$ cat src/rtl/sd_resp_pkg.sv
// Shared types and constants for the SD sector-handshake responder.
package sd_resp_pkg;

   typedef enum logic [2:0] {
      IDLE,
      DELAY,
      RD_FETCH,
      RD_STROBE,
      WR_SETUP,
      DONE
   } state_e;

   localparam int SECTOR_BYTES = 512;
   localparam int BUFF_LAT     = 2;
   localparam int IDX_W        = 9;
   localparam logic [IDX_W-1:0] LAST_IDX = IDX_W'(SECTOR_BYTES - 1);

endpackage

$ cat src/rtl/sd_sector_responder.sv
// Target side of the core's SD sector handshake: serves sector reads/writes
// from a byte-wide image store and announces image mounts.
module sd_sector_responder
   import sd_resp_pkg::*;
#(
   parameter int IMG_SECTORS = 16,
   parameter int ADDR_W      = $clog2(IMG_SECTORS) + 9,
   parameter int ACK_DELAY   = 4
) (
   input  logic              clk_sys,
   input  logic              reset,
   input  logic [31:0]       sd_lba,
   input  logic              sd_rd,
   input  logic              sd_wr,
   output logic              sd_ack,
   output logic [8:0]        sd_buff_addr,
   output logic [7:0]        sd_buff_dout,
   output logic              sd_buff_wr,
   input  logic [7:0]        sd_buff_din,
   input  logic              mount,
   input  logic              img_present,
   output logic              img_mounted,
   output logic [31:0]       img_size,
   output logic [ADDR_W-1:0] st_addr,
   output logic              st_rd,
   output logic              st_wr,
   output logic [7:0]        st_wdata,
   input  logic [7:0]        st_rdata,
   input  logic              st_ack,
   output logic              err
);

   localparam int LBA_W = ADDR_W - IDX_W;
   localparam int CNT_W = (ACK_DELAY > 1) ? $clog2(ACK_DELAY) : 1;
   localparam int PH_W  = $clog2(BUFF_LAT + 1);
   localparam logic [31:0] IMG_BYTES = 32'(IMG_SECTORS * SECTOR_BYTES);

   state_e            state_q, state_d;
   logic [CNT_W-1:0]  cnt_q, cnt_d;
   logic [IDX_W-1:0]  idx_q, idx_d;
   logic [PH_W-1:0]   phase_q, phase_d;
   logic [LBA_W-1:0]  lba_q, lba_d;
   logic              is_rd_q, is_rd_d;
   logic              in_range_q, in_range_d;
   logic              mount_pend_q, mount_pend_d;
   logic              present_q, present_d;

   logic              sd_ack_q, sd_ack_d;
   logic [8:0]        sd_buff_addr_q, sd_buff_addr_d;
   logic [7:0]        sd_buff_dout_q, sd_buff_dout_d;
   logic              sd_buff_wr_q, sd_buff_wr_d;
   logic              img_mounted_q, img_mounted_d;
   logic [31:0]       img_size_q, img_size_d;
   logic [ADDR_W-1:0] st_addr_q, st_addr_d;
   logic              st_rd_q, st_rd_d;
   logic              st_wr_q, st_wr_d;
   logic [7:0]        st_wdata_q, st_wdata_d;
   logic              err_q, err_d;

   always_comb begin
      // NOTE: every variable gets a default before the case so no path infers a latch.
      state_d        = state_q;
      cnt_d          = cnt_q;
      idx_d          = idx_q;
      phase_d        = phase_q;
      lba_d          = lba_q;
      is_rd_d        = is_rd_q;
      in_range_d     = in_range_q;
      mount_pend_d   = mount_pend_q | mount;
      present_d      = mount ? img_present : present_q;
      sd_ack_d       = sd_ack_q;
      sd_buff_addr_d = sd_buff_addr_q;
      sd_buff_dout_d = sd_buff_dout_q;
      sd_buff_wr_d   = 1'b0;
      img_mounted_d  = 1'b0;
      img_size_d     = img_size_q;
      st_addr_d      = st_addr_q;
      st_rd_d        = st_rd_q;
      st_wr_d        = st_wr_q;
      st_wdata_d     = st_wdata_q;
      err_d          = 1'b0;

      case (state_q)
         IDLE: begin
            // A pending mount is announced before any request is accepted.
            if (mount_pend_d) begin
               img_mounted_d = 1'b1;
               img_size_d    = present_d ? IMG_BYTES : 32'd0;
               mount_pend_d  = 1'b0;
            end else if (sd_rd || sd_wr) begin
               state_d    = DELAY;
               cnt_d      = '0;
               lba_d      = sd_lba[LBA_W-1:0];
               is_rd_d    = sd_rd;
               in_range_d = (sd_lba < 32'(IMG_SECTORS));
               err_d      = !(sd_lba < 32'(IMG_SECTORS));
            end
         end

         DELAY: begin
            if (cnt_q == CNT_W'(ACK_DELAY - 1)) begin
               sd_ack_d = 1'b1;
               idx_d    = '0;
               if (is_rd_q) begin
                  state_d   = RD_FETCH;
                  st_rd_d   = in_range_q;
                  st_addr_d = {lba_q, {IDX_W{1'b0}}};
               end else begin
                  state_d        = WR_SETUP;
                  sd_buff_addr_d = '0;
                  phase_d        = '0;
               end
            end else begin
               cnt_d = cnt_q + 1'b1;
            end
         end

         RD_FETCH: begin
            if (!in_range_q) begin
               state_d        = RD_STROBE;
               sd_buff_dout_d = 8'h00;
               sd_buff_addr_d = idx_q;
               sd_buff_wr_d   = 1'b1;
            end else if (st_rd_q && st_ack) begin
               state_d        = RD_STROBE;
               st_rd_d        = 1'b0;
               sd_buff_dout_d = st_rdata;
               sd_buff_addr_d = idx_q;
               sd_buff_wr_d   = 1'b1;
            end
         end

         RD_STROBE: begin
            if (idx_q == LAST_IDX) begin
               state_d  = DONE;
               sd_ack_d = 1'b0;
            end else begin
               state_d   = RD_FETCH;
               idx_d     = idx_q + 1'b1;
               st_rd_d   = in_range_q;
               st_addr_d = {lba_q, idx_q + 1'b1};
            end
         end

         WR_SETUP: begin
            // Core buffer RAM is registered: din follows addr by BUFF_LAT edges.
            if (phase_q < PH_W'(BUFF_LAT - 1)) begin
               phase_d = phase_q + 1'b1;
            end else if (phase_q == PH_W'(BUFF_LAT - 1)) begin
               phase_d    = PH_W'(BUFF_LAT);
               st_wdata_d = sd_buff_din;
               st_wr_d    = in_range_q;
               st_addr_d  = {lba_q, idx_q};
            end else if (!st_wr_q || st_ack) begin
               st_wr_d = 1'b0;
               if (idx_q == LAST_IDX) begin
                  state_d  = DONE;
                  sd_ack_d = 1'b0;
               end else begin
                  idx_d          = idx_q + 1'b1;
                  sd_buff_addr_d = idx_q + 1'b1;
                  phase_d        = '0;
               end
            end
         end

         DONE: state_d = IDLE;

         default: state_d = IDLE;
      endcase
   end

   always_ff @(posedge clk_sys) begin
      // NOTE: reset is synchronous; state and outputs update only with <= on the clock edge.
      if (reset) begin
         state_q        <= IDLE;
         cnt_q          <= '0;
         idx_q          <= '0;
         phase_q        <= '0;
         lba_q          <= '0;
         is_rd_q        <= 1'b0;
         in_range_q     <= 1'b0;
         mount_pend_q   <= 1'b0;
         present_q      <= 1'b0;
         sd_ack_q       <= 1'b0;
         sd_buff_addr_q <= '0;
         sd_buff_dout_q <= '0;
         sd_buff_wr_q   <= 1'b0;
         img_mounted_q  <= 1'b0;
         img_size_q     <= '0;
         st_addr_q      <= '0;
         st_rd_q        <= 1'b0;
         st_wr_q        <= 1'b0;
         st_wdata_q     <= '0;
         err_q          <= 1'b0;
      end else begin
         state_q        <= state_d;
         cnt_q          <= cnt_d;
         idx_q          <= idx_d;
         phase_q        <= phase_d;
         lba_q          <= lba_d;
         is_rd_q        <= is_rd_d;
         in_range_q     <= in_range_d;
         mount_pend_q   <= mount_pend_d;
         present_q      <= present_d;
         sd_ack_q       <= sd_ack_d;
         sd_buff_addr_q <= sd_buff_addr_d;
         sd_buff_dout_q <= sd_buff_dout_d;
         sd_buff_wr_q   <= sd_buff_wr_d;
         img_mounted_q  <= img_mounted_d;
         img_size_q     <= img_size_d;
         st_addr_q      <= st_addr_d;
         st_rd_q        <= st_rd_d;
         st_wr_q        <= st_wr_d;
         st_wdata_q     <= st_wdata_d;
         err_q          <= err_d;
      end
   end

   assign sd_ack       = sd_ack_q;
   assign sd_buff_addr = sd_buff_addr_q;
   assign sd_buff_dout = sd_buff_dout_q;
   assign sd_buff_wr   = sd_buff_wr_q;
   assign img_mounted  = img_mounted_q;
   assign img_size     = img_size_q;
   assign st_addr      = st_addr_q;
   assign st_rd        = st_rd_q;
   assign st_wr        = st_wr_q;
   assign st_wdata     = st_wdata_q;
   assign err          = err_q;

endmodule

$ cat config.mk
export PLATFORM = sky130hd
export DESIGN_NAME = sd_sector_responder
export DESIGN_NICKNAME = d
export VERILOG_FILES = /design/src/rtl/sd_resp_pkg.sv /design/src/rtl/sd_sector_responder.sv
export SDC_FILE = /design/constraint.sdc
export NUM_CORES = 1
export LEC_CHECK = 0
export ABC_AREA = 1
export CAP_MARGIN = 15
export CORE_ASPECT_RATIO = 1.75
export CORE_MARGIN = 5
export CORE_UTILIZATION = 65
export DETAILED_ROUTE_END_ITERATION = 10
export DONT_BUFFER_PORTS = 1
export GPL_ROUTABILITY_DRIVEN = 0
export PLACE_DENSITY = 0.9
export SLEW_MARGIN = 20
export SYNTH_ARGS = -nofsm -noshare
export SYNTH_HDL_FRONTEND = slang
export SYNTH_SLANG_ARGS = --single-unit
$ cat constraint.sdc
create_clock -name clk_sys -period 5.7 [get_ports clk_sys]
set_input_delay 1.14 -clock clk_sys [delete_from_list [all_inputs] [get_ports clk_sys]]
set_output_delay 1.14 -clock clk_sys [all_outputs]
set_load 0.02 [all_outputs]
==> results.md <==
- Headroom to the max-slew limit came out at between 50% and 60%.
- The count of hold-fix buffers inserted at cts is 0.
- The top cell types in the final layout, fill and taps aside, are sky130_fd_sc_hd__nand2_1 (135), sky130_fd_sc_hd__nor2_1 (118), sky130_fd_sc_hd__dfxtp_1 (69), sky130_fd_sc_hd__nand3_1 (51), sky130_fd_sc_hd__inv_1 (46).
- The number of buffer and inverter instances along the worst setup path is 3.
- The post-layout worst setup margin is 3.31 ns.
- After clock tree synthesis, the clock-pin slew on the worst setup and hold paths is 0.08 ns.
- The number of standard-cell rows in the floorplan is 37.
- The measured slew at the worst slew-check pin is 0.654 ns.
- The flow ran to the end, and the final reports show no timing, DRC or antenna violations.
- The pin count of the biggest net entering global routing is 43.
- The clock tree root buffer cell is sky130_fd_sc_hd__clkbuf_8.
- The total grt overflow is 0.
- The fraction of layout cells with a size suffix above 1 is 6.76%.
- The number of nets still failing antenna checks after routing is 0.
- The synthesized flop and latch total is between 60 and 70.
- Summing every instance area after synthesis gives around 3800 µm².
- The cell family with the largest share of critical-path delay is simple AND/OR/NAND/NOR gates.
- The type of element capturing the critical path is a flop.
- The leading cell type in the layout, fill and taps excluded is sky130_fd_sc_hd__nand2_1.
- The total of max-cap violations is 0.
- On the critical path, the stage with the largest delay is an instance of sky130_fd_sc_hd__dfxtp_1.
- For the final database, setup skew stands at 0.0101 ns.
- In this run the number of H-tree levels came out at 3.
- The count of clock tree sinks is 69.
- The half-perimeter wire length after placement is between 6000 and 7000 µm.
- The initial core utilization is 65.6%.
- The number of global-route vias before repair came to around 3400.
- Counting flops with a built-in enable in the synthesized netlist gives 0.
- Walking the worst path, the cells encountered are ha_1, nand2_1, inv_1, nand2_1, nor2_1, ha_1, inv_1, nand3_1, inv_1, nor2_1, nor2_2, nand2_4, nand2_1, nand2_1, nor2_1.
- The share of the Yosys chip area taken by registers is around 36%.
- Summed over all layers, the routed wires come to 9120 µm.
- Counting flops with an async set or reset pin after synthesis yields a share of 0%.
- The first detailed-routing pass took 5 iterations.
- In this run the power density over the cells is between 400 and 500 nW/µm².
- Across every metal layer, demand over resource in global routing totals a little over a quarter.
- The final standard cell count with taps included and fillers excluded is around 660.
- The final count of pins violating max slew is 0.
- The later-pin clock latency in the skew report is 0.36 ns.
- Relative to the synthesized area, the layout overhead comes to 1.29%.
- STA puts the critical path data arrival time at approximately 2.7 ns.
- TritonCTS built the clock tree.
- For this run, the number of Yosys warnings is 0.
- The maximum cell stage delay along the critical path is 0.37 ns.
- The floorplan die height is around 110 µm.
- The critical path startpoint category is a flop.
- The number of CTS-inserted buffers is 9.
- The global-route wire length before repair is between 15000 and 20000 µm.
- Based on the critical path, the design can be clocked at up to ~420 MHz.
- The count of antenna diodes in the layout is 0.
- Setup repair after global routing left no endpoint under its margin.
- Averaged over all synthesized cells, the footprint is approximately 6.5 µm².
- The initial antenna violation count was 0.
- The count of instances resized after the clock tree is built is 0.
- The number of design rule violations left after detail routing is 0.
- The floorplan step set the die width to just under 70 µm.
- The multi-input combinational cells in the finished layout cover a total of between 1500 and 2000 µm².
- The final critical path time including I/O delays and setup is between 2 and 2.5 ns.
- Setup violations remaining at the end of the flow were counted as 0.
- The storage element area is 1380 µm².
- No sink is reached through more buffers than the 2 on the longest clock path.
- The number of buffer cells added on primary ports is 0.
- The type of the worst setup path is flop to flop.
- The number of placed instances, taps included, is approximately 640.
- The number of instances in the synthesized netlist is 581.
- The number of top-level pins is between 100 and 150.
- Fill cells in the final layout number between 500 and 600.
- In the final routed layout, each cell accounts on average for between 10 and 15 µm.
- The number of violations reported at the end of detailed-routing iteration 0 is around 210.
- The detailed-route via count is around 3500.
- In the finished design, the share of the clock period the worst path needs comes to 42.0%.
- Summed over all cells, the static leakage comes to roughly 0.0017 µW.
- Of all nets on the critical path, the largest fanout is 7.
- The most instantiated flip-flop cell in the synthesis netlist is sky130_fd_sc_hd__dfxtp_1.
- The count of distinct cell types in the synthesized netlist is 30.
- The worst hold path belongs to the class flop to flop.
- The most frequent cell on the critical path is sky130_fd_sc_hd__nand2_1.
- The pre-CTS setup slack is approximately 3.2 ns.
- In the final timing run, aggregate negative setup slack is 0 ns.
- The final layout contains 630 nets.
- Across the VDD grid, the largest voltage drop is roughly 0.00026 V.
- Post-CTS timing repair inserted 0 buffers for setup.
- Dividing the detail-routed via count by the number of cells gives about 5.4.
- Data on the critical path is required at its endpoint by approximately 6 ns.
- The hold violation total from the final report is 0.
- In the post-synthesis netlist, the biggest area contributors are sky130_fd_sc_hd__dfxtp_1 (36%), sky130_fd_sc_hd__nand2_1 (13%), sky130_fd_sc_hd__nor2_1 (12%), sky130_fd_sc_hd__nand3_1 (6.7%), sky130_fd_sc_hd__buf_4 (6.5%).
- Summed over its instances, the top area cell type makes up a little over a third of the synthesized netlist area.
- The full die area is between 7000 and 8000 µm².
- Summed over all instances, the cell type with the most area after synthesis is sky130_fd_sc_hd__dfxtp_1.
- After floorplanning, the core was sized to cover 5790 µm².
-- state kept, by name, indices dropped and copies added (netlist names), 2 cells and up --
register,count
phase_q,2
st_wdata,8
cnt_q,2
sd_buff_dout,8
idx_q,9
lba_q,4
st_addr,13
state_q,3
sd_buff_addr,9
-- cell usage after synthesis, types with 2 or more instances --
| cell | n |
|---|---|
| sky130_fd_sc_hd__nand4_1 | 5 |
| sky130_fd_sc_hd__nor2_1 | 118 |
| sky130_fd_sc_hd__nand3b_1 | 3 |
| sky130_fd_sc_hd__buf_2 | 3 |
| sky130_fd_sc_hd__nand2_2 | 7 |
| sky130_fd_sc_hd__dfxtp_1 | 69 |
| sky130_fd_sc_hd__nor3_1 | 5 |
| sky130_fd_sc_hd__a21oi_1 | 39 |
| sky130_fd_sc_hd__clkbuf_1 | 6 |
| sky130_fd_sc_hd__nand2_1 | 135 |
| sky130_fd_sc_hd__o21ai_0 | 28 |
| sky130_fd_sc_hd__nor2_2 | 2 |
| sky130_fd_sc_hd__nand2_4 | 2 |
| sky130_fd_sc_hd__nor2_4 | 6 |
| sky130_fd_sc_hd__ha_1 | 3 |
| sky130_fd_sc_hd__inv_2 | 3 |
| sky130_fd_sc_hd__buf_4 | 33 |
| sky130_fd_sc_hd__nand3_1 | 51 |
| sky130_fd_sc_hd__inv_1 | 47 |
| sky130_fd_sc_hd__buf_6 | 6 |
-- power breakdown --
group / switching [µW] / internal, µW / leakage [µW] / total, µW
clock network: 188 / 215 / 0.0000959 / 402
registers: 135 / 574 / 0.000563 / 709
logic: 484 / 207 / 0.00107 / 691
-- final timing paths --
path	cells past startpoint	slack, ns	end	from
worst max-delay path	15	3.31	sd_buff_addr[6]	idx_q[0]
worst min-delay path	2	0.47	cnt_q[1]	cnt_q[1]
worst max register to register	15	3.31	sd_buff_addr[6]	idx_q[0]
worst min register to register	2	0.47	cnt_q[1]	cnt_q[1]
-- metal layers --
| metal | routed length, µm | global-route usage, % | share of wire (%) |
|---|---|---|---|
| met1 | 2960 | 25.5 | 32 |
| met2 | 4840 | 44.8 | 53 |
| met3 | 876 | 9.63 | 9.6 |
| met4 | 445 | 16.5 | 4.9 |
| met5 | 0 | 0 | 0 |
-- logic make-up after synthesis --
logic type	count (synthesis)	share of synthesized area, %
buffers and inverters	101	14.6
AO/OA/AOI/OAI	71	9.86
multiplexers	1	0.264
adder cells (fa/ha/maj)	3	0.989
flip-flops	69	36.4
other	1	0.0988
AND/OR/NAND/NOR	335	37.8
-- final cells by class --
| cell class | count | share of cell area (%) |
|---|---|---|
| multi-input cells | 441 | 51.4 |
| flip-flops and latches | 69 | 35.9 |
| inverters | 51 | 4.98 |
| clock buffers | 11 | 3.68 |
| well taps | 78 | 2.54 |
| clock inverters | 5 | 1.53 |
-- per-stage QoR --
stage	cell area, µm²	total power, µW	hold slack, ns	utilization (%)
6_report	3840	1800	0.473	66.4
5_1_grt	3840	1950	0.501	66.4
4_1_cts	3840	1800	0.473	66.4
3_5_place_dp	3640	1400	0.461	63.0
3_3_place_gp	3640	1380	0.444	63.0
2_1_floorplan	3910	1330	0.443	-
-- worst min-delay path, stage by stage (launching register included) --
cell and delay [ns]:
sky130_fd_sc_hd__dfxtp_1 0.32, sky130_fd_sc_hd__nand2_1 0.06, sky130_fd_sc_hd__a21oi_1 0.05
Note: power is estimated with default switching activity, not from simulation.
